<file path="config.mk">
export PLATFORM = sky130hd
export DESIGN_NAME = out_sequencer_flat
export DESIGN_NICKNAME = d
export VERILOG_FILES = /design/src/rtl/out_pkg.sv /design/src/rtl/out_sequencer_if.sv /design/src/rtl/button_debounce.sv /design/src/rtl/out_sequencer.sv /design/src/flat_wrapper.sv
export SDC_FILE = /design/constraint.sdc
export NUM_CORES = 1
export LEC_CHECK = 0
export ABC_AREA = 0
export CORE_UTILIZATION = 53
export DETAILED_ROUTE_END_ITERATION = 10
export PLACE_DENSITY = 0.8
export SLEW_MARGIN = 40
export SYNTH_ARGS = -nofsm -noshare
export SYNTH_HDL_FRONTEND = slang
export SYNTH_HIERARCHICAL = 1
export SYNTH_SLANG_ARGS = --single-unit
</file>
<file path="constraint.sdc">
create_clock -name clock -period 2.6 [get_ports clock]
set_clock_uncertainty 0.2 [all_clocks]
set_input_delay 0.52 -clock clock [delete_from_list [all_inputs] [get_ports clock]]
set_output_delay 0.52 -clock clock [all_outputs]
set_load 0.1 [all_outputs]
</file>
<file path="src/rtl/out_pkg.sv">
// Shared types and constants for the output sequencer: FSM states, the
// double-dabble geometry and the blank-digit code.
package out_pkg;

  typedef enum logic [1:0] {
    IDLE         = 2'd0,
    CONVERT      = 2'd1,
    WAIT_RELEASE = 2'd2,
    WAIT_PRESS   = 2'd3
  } state_t;

  localparam int BCD_DIGITS = 5;
  localparam int BIN_BITS   = 16;
  localparam logic [3:0] BLANK_DIGIT = 4'hF;

  // One double-dabble correction step: every BCD nibble >= 5 gets +3 so
  // that the following left shift carries correctly into the next digit.
  function automatic logic [4*BCD_DIGITS-1:0] dabble_adjust(
    input logic [4*BCD_DIGITS-1:0] acc
  );
    logic [4*BCD_DIGITS-1:0] r;
    r = acc;
    for (int i = 0; i < BCD_DIGITS; i++) begin
      if (r[4*i +: 4] >= 4'd5) r[4*i +: 4] = r[4*i +: 4] + 4'd3;
    end
    return r;
  endfunction

endpackage

</file>
<file path="src/rtl/out_sequencer_if.sv">
// CPU-facing bus of the output sequencer: write strobe and value in,
// BCD display, overflow flag and stall request out.
interface out_sequencer_if;
  logic        write_enable;
  logic [31:0] input_value;
  logic [3:0]  sevn_seg1;
  logic [3:0]  sevn_seg2;
  logic [3:0]  sevn_seg3;
  logic [3:0]  sevn_seg4;
  logic        overflow;
  logic        halt_from_output;

  modport master (
    output write_enable, input_value,
    input  sevn_seg1, sevn_seg2, sevn_seg3, sevn_seg4, overflow, halt_from_output
  );

  modport slave (
    input  write_enable, input_value,
    output sevn_seg1, sevn_seg2, sevn_seg3, sevn_seg4, overflow, halt_from_output
  );
endinterface

</file>
<file path="src/rtl/button_debounce.sv">
// Two-flop synchronizer followed by a consecutive-sample debouncer for the
// raw acknowledge button. The level only flips after DEBOUNCE_CYCLES
// synchronized samples in a row disagree with it.
module button_debounce #(
  parameter int DEBOUNCE_CYCLES = 16
) (
  input  logic clock,
  input  logic reset_n,
  input  logic button,
  output logic level
);

  localparam int CNT_W = $clog2(DEBOUNCE_CYCLES + 1);

  logic             sync_p0;
  logic             sync_p1;
  logic [CNT_W-1:0] stable_cnt;

  // Bring the asynchronous button into the clock domain.
  always_ff @(posedge clock or negedge reset_n) begin
    if (!reset_n) begin
      sync_p0 <= 1'b0;
      sync_p1 <= 1'b0;
    end else begin
      sync_p0 <= button;
      sync_p1 <= sync_p0;
    end
  end

  // Count consecutive disagreeing samples; any agreeing sample restarts.
  always_ff @(posedge clock or negedge reset_n) begin
    if (!reset_n) begin
      stable_cnt <= '0;
      level      <= 1'b0;
    end else if (sync_p1 != level) begin
      if (stable_cnt == CNT_W'(DEBOUNCE_CYCLES - 1)) begin
        level      <= sync_p1;
        stable_cnt <= '0;
      end else begin
        stable_cnt <= stable_cnt + 1'b1;
      end
    end else begin
      stable_cnt <= '0;
    end
  end

endmodule

</file>
<file path="src/rtl/out_sequencer.sv">
// Output sequencer: accepts a CPU write, converts the low 16 bits to BCD
// by double dabble (one bit per cycle), shows the result on four digits and
// stalls the CPU until the user acknowledges with a fresh button press.
module out_sequencer
  import out_pkg::*;
#(
  parameter int DEBOUNCE_CYCLES = 16
) (
  input  logic              clock,
  input  logic              reset_n,
  input  logic              button,
  out_sequencer_if.slave    bus
);

  state_t                  state;
  state_t                  next_state;
  logic [BIN_BITS-1:0]     capture;
  logic [4*BCD_DIGITS-1:0] acc;
  logic [4*BCD_DIGITS-1:0] acc_adj;
  logic [4*BCD_DIGITS-1:0] acc_next;
  logic [3:0]              bit_cnt;
  logic                    last_bit;
  logic                    btn_level;
  logic [3:0]              disp_seg1;
  logic [3:0]              disp_seg2;
  logic [3:0]              disp_seg3;
  logic [3:0]              disp_seg4;
  logic                    disp_ovf;
  logic                    unused_hi;

  // Upper half of the CPU word carries nothing for the display.
  assign unused_hi = ^bus.input_value[31:16];

  button_debounce #(
    .DEBOUNCE_CYCLES(DEBOUNCE_CYCLES)
  ) u_debounce (
    .clock   (clock),
    .reset_n (reset_n),
    .button  (button),
    .level   (btn_level)
  );

  assign last_bit = (bit_cnt == 4'(BIN_BITS - 1));

  // Double-dabble step: correct nibbles, then shift in the next MSB.
  always_comb begin
    acc_adj  = dabble_adjust(acc);
    acc_next = {acc_adj[4*BCD_DIGITS-2:0], capture[BIN_BITS-1]};
  end

  // FSM state register.
  always_ff @(posedge clock or negedge reset_n) begin
    if (!reset_n) state <= IDLE;
    else          state <= next_state;
  end

  // Next-state logic; writes are only looked at while idle.
  always_comb begin
    next_state = state;
    unique case (state)
      IDLE:         if (bus.write_enable) next_state = CONVERT;
      CONVERT:      if (last_bit)         next_state = WAIT_RELEASE;
      WAIT_RELEASE: if (!btn_level)       next_state = WAIT_PRESS;
      WAIT_PRESS:   if (btn_level)        next_state = IDLE;
      default:                            next_state = IDLE;
    endcase
  end

  // Conversion datapath and display registers; the display only changes
  // on the edge that completes the 16th conversion step.
  always_ff @(posedge clock or negedge reset_n) begin
    if (!reset_n) begin
      capture   <= '0;
      acc       <= '0;
      bit_cnt   <= '0;
      disp_seg1 <= BLANK_DIGIT;
      disp_seg2 <= BLANK_DIGIT;
      disp_seg3 <= BLANK_DIGIT;
      disp_seg4 <= BLANK_DIGIT;
      disp_ovf  <= 1'b0;
    end else if (state == IDLE) begin
      if (bus.write_enable) begin
        capture <= bus.input_value[BIN_BITS-1:0];
        acc     <= '0;
        bit_cnt <= '0;
      end
    end else if (state == CONVERT) begin
      acc     <= acc_next;
      capture <= capture << 1;
      bit_cnt <= bit_cnt + 4'd1;
      if (last_bit) begin
        disp_seg1 <= acc_next[3:0];
        disp_seg2 <= acc_next[7:4];
        disp_seg3 <= acc_next[11:8];
        disp_seg4 <= acc_next[15:12];
        disp_ovf  <= (acc_next[19:16] != 4'd0);
      end
    end
  end

  assign bus.sevn_seg1        = disp_seg1;
  assign bus.sevn_seg2        = disp_seg2;
  assign bus.sevn_seg3        = disp_seg3;
  assign bus.sevn_seg4        = disp_seg4;
  assign bus.overflow         = disp_ovf;
  assign bus.halt_from_output = (state != IDLE);

endmodule

</file>
<file path="src/flat_wrapper.sv">
// flat-port wrapper written by rule: the top's interface ports become plain ports
module out_sequencer_flat import out_pkg::*;
#(
  parameter int DEBOUNCE_CYCLES = 16
)
  (clock, reset_n, button, bus_write_enable, bus_input_value, bus_sevn_seg1, bus_sevn_seg2, bus_sevn_seg3, bus_sevn_seg4, bus_overflow, bus_halt_from_output);
  out_sequencer_if bus_i ();
  input  logic clock;
  input  logic reset_n;
  input  logic button;
  input wire logic [$bits(bus_i.write_enable)-1:0] bus_write_enable;
  input wire logic [$bits(bus_i.input_value)-1:0] bus_input_value;
  output wire logic [$bits(bus_i.sevn_seg1)-1:0] bus_sevn_seg1;
  output wire logic [$bits(bus_i.sevn_seg2)-1:0] bus_sevn_seg2;
  output wire logic [$bits(bus_i.sevn_seg3)-1:0] bus_sevn_seg3;
  output wire logic [$bits(bus_i.sevn_seg4)-1:0] bus_sevn_seg4;
  output wire logic [$bits(bus_i.overflow)-1:0] bus_overflow;
  output wire logic [$bits(bus_i.halt_from_output)-1:0] bus_halt_from_output;
  assign bus_i.write_enable = bus_write_enable;
  assign bus_i.input_value = bus_input_value;
  assign bus_sevn_seg1 = bus_i.sevn_seg1;
  assign bus_sevn_seg2 = bus_i.sevn_seg2;
  assign bus_sevn_seg3 = bus_i.sevn_seg3;
  assign bus_sevn_seg4 = bus_i.sevn_seg4;
  assign bus_overflow = bus_i.overflow;
  assign bus_halt_from_output = bus_i.halt_from_output;
  out_sequencer #(.DEBOUNCE_CYCLES(DEBOUNCE_CYCLES)) u_core (.clock(clock), .reset_n(reset_n), .button(button), .bus(bus_i));
endmodule
</file>
==> impl_metrics.ini <==
[drt]
num_vias = 2368
wl_per_cell_um = 14.1
drt-total-wl_um = 6200
via_per_inst = 5.41
first_pass_iters = 4
dr.first_iter.drc_count = 118
ant_nets = 0
drc = 0

[floorplan]
fp.dieH_um = 80.0
die-area_mm2 = 0.00639
fp.dieW_um = 80.0
io_pins = 54
row_count = 28
core_area_mm2 = 0.00589
start_util_pct = 54.7

[sta]
setup_viol = 0
tightest_slew_ps = 431
grt_setup_unrepaired = no
fmax_mhz = 451
finalSetupTns_ps = 0
slew_headroom_pct = 71.3
finalHoldViolCount = 0
period_share_pct = 85.3
fin_crit_ps = 2220
drv_slew = 0

[finish]
antenna_cells = 0
fin_nets = 411
syn_to_final_growth_pct = 19.1
drive_gt1_share_pct = 19.3

[synth]
synth_ff_type = dfrtp_1
synth-edff-count = 0
postSynthCellCount = 316
synth_top_area_share_pct = 39.6
synth-seq-cells = 67
avgSynthCellArea_um2 = 10.2
synth_cell_types = 39
synth-async-reset-ratio_pct = 100
yosysSeqAreaShare_pct = 52.7
yosys.area.top_type = dfrtp_1
synth_commonest_cells = nand2_1 (64), dfrtp_1 (51), o21ai_0 (28)
yosysMostFrequentCell = nand2_1
syn-cell-area_mm2 = 0.00322
yosys_warnings = 6
yosys-top-cells-area = dfrtp_1 (40%), dfstp_2 (13%), nand2_1 (7.5%), ha_1 (6.6%), o21ai_0 (4.3%)
postSynthNetCount = 369

[clocking]
root_buffer = clkbuf_8
cts-resized-gates = 0
cts_setup_buffers = 0
ctsLongestPathBuffers = 2
cts_tree = yes
htree_levels = 3
clock_latency_ps = 350
cts_hold_buf = 1
clock-sinks = 67
clkTransAtPathRegs_ps = 70
cts_buffers = 9

[status]
status = completed

[min_path]
min_from = u_core/u_debounce/sync_p0
hold_path_class = reg -> reg

[critical_path]
crit_path_end_kind = output pin
r2r-start = u_core/state[0]
start_kind = register
required_ps = 1880
worstPathMaxFanout = 6
setup.worst_path.start = u_core/state[0]
critPathArrivalTime_ps = 1500
setup.worst_path.class = reg -> out

[power_and_ir_drop]
irDropWorstVdd_uv = 842
totalPowerFinal_w = 0.00393
p_leak_nw = 1.78
powerDensity_mw_per_mm2 = 1020

[global_route]
antenna_found_initial = 0
grt_use_total_pct = 21.3
grt_pass1_wl_um = 10200
grt_start_max_net_pins = 68
grt_pass1_vias = 2304
grt_overflow = 0

[placed_design]
io_buffers = 37
place_congestion = 0.783
hpwl_um = 3990

[job]
drv_cap = 0
==> placed cells by master (no fill, tap or decap), types with 2 or more instances in the layout <==
cell             count
mux2_2               9
clkdlybuf4s50_1     18
a22oi_1             15
a21oi_1             13
nor3_1               4
nand2_1             64
nand3_1              6
o21ai_0             28
ha_1                17
o22ai_1              2
xnor2_1              4
xor2_1               5
and2_1               3
clkbuf_8            11
nor2_1               8
clkinv_2             2
clkbuf_1             3
a22o_1               6
nor3b_1              9
dfstp_2             16
nand2b_1             5
buf_12               3
nor2_2               2
inv_1               15
o21ai_1              6
buf_4               22
dfrtp_1             51
==> routing by layer <==
layer / up-vias / wire length [um] / track usage [%]
met2: 43 / 3000 / 35.4
met1: 1147 / 2850 / 25.4
met4: 0 / 108 / 12.5
li1: 1166 / - / -
met3: 12 / 234 / 4.46
met5: - / 0 / 0
==> report_power, final <==
group | switching [W] | internal (W) | total, W
combinational | 0.000914 | 0.000671 | 0.00158
clock | 0.000375 | 0.000396 | 0.000772
sequential | 0.000250 | 0.00132 | 0.00157
total | 0.00154 | 0.00239 | 0.00393
==> metrics by stage <==
step | hold slack, ps | cells | instance area, um2 | worst slack, ps | util (%)
6_report | 148 | 438 | 3840 | 382 | 65.2
5_1_grt | 154 | 438 | 3840 | 322 | 65.2
4_1_cts | 153 | 438 | 3840 | 384 | 65.2
3_5_place_dp | 136 | 421 | 3650 | 397 | 62.1
3_3_place_gp | 132 | 421 | 3650 | 421 | 62.1
2_1_floorplan | 24.4 | 316 | 3220 | 135 | -
==> worst max-delay path: stages (launching register included) <==
cell	delay [ps]
dfrtp_1	410
inv_1	140
ha_1	290
inv_1	140
buf_12	190
==> final cells by class <==
| type | count | area (um2) |
|---|---|---|
| Timing Repair Buffer | 45 | 420 |
| Clock buffer | 14 | 163 |
| Sequential cell | 67 | 1700 |
| Fill cell | 482 | 2050 |
| Multi-Input combinational cell | 220 | 1400 |
| Clock inverter | 2 | 10.0 |
| Inverter | 15 | 56.3 |
| Tap cell | 75 | 93.8 |
==> worst paths after layout <==
kind	end	slack, ps	cells after the start
setup / recovery	bus_halt_from_output	380	4
hold / removal	u_core/u_debounce/sync_p1	150	0
setup reg to reg	u_core/bus.overflow	500	6
hold reg to reg	u_core/u_debounce/sync_p1	150	0
max in group asynchronous	u_core/bus.sevn_seg2[1]	1350	3
min in group asynchronous	u_core/acc[7]	520	3
==> state kept, by name, summed over array words and instances, names as in the netlist, 2 cells and up <==
name and count:
u_core/bus.sevn_seg3 4, u_core/u_debounce/stable_cnt 5, u_core/acc 20, u_core/bus.sevn_seg4 4, u_core/bus.sevn_seg1 4, u_core/capture 16, u_core/state 2, u_core/bus.sevn_seg2 4
u_core/bit_cnt 4
==> cells by family (layout without fill, tap and decap cells) <==
logic type	after synthesis	after routing	synth area share [%]
simple gates	107	107	15.4
compound gates	76	76	15.0
flops	67	67	52.7
buf+inv	29	76	4.12
fa+ha+maj	17	17	6.60
mux	11	11	3.81
xor+xnor	9	9	2.45
(Power assumes the default switching activity.)
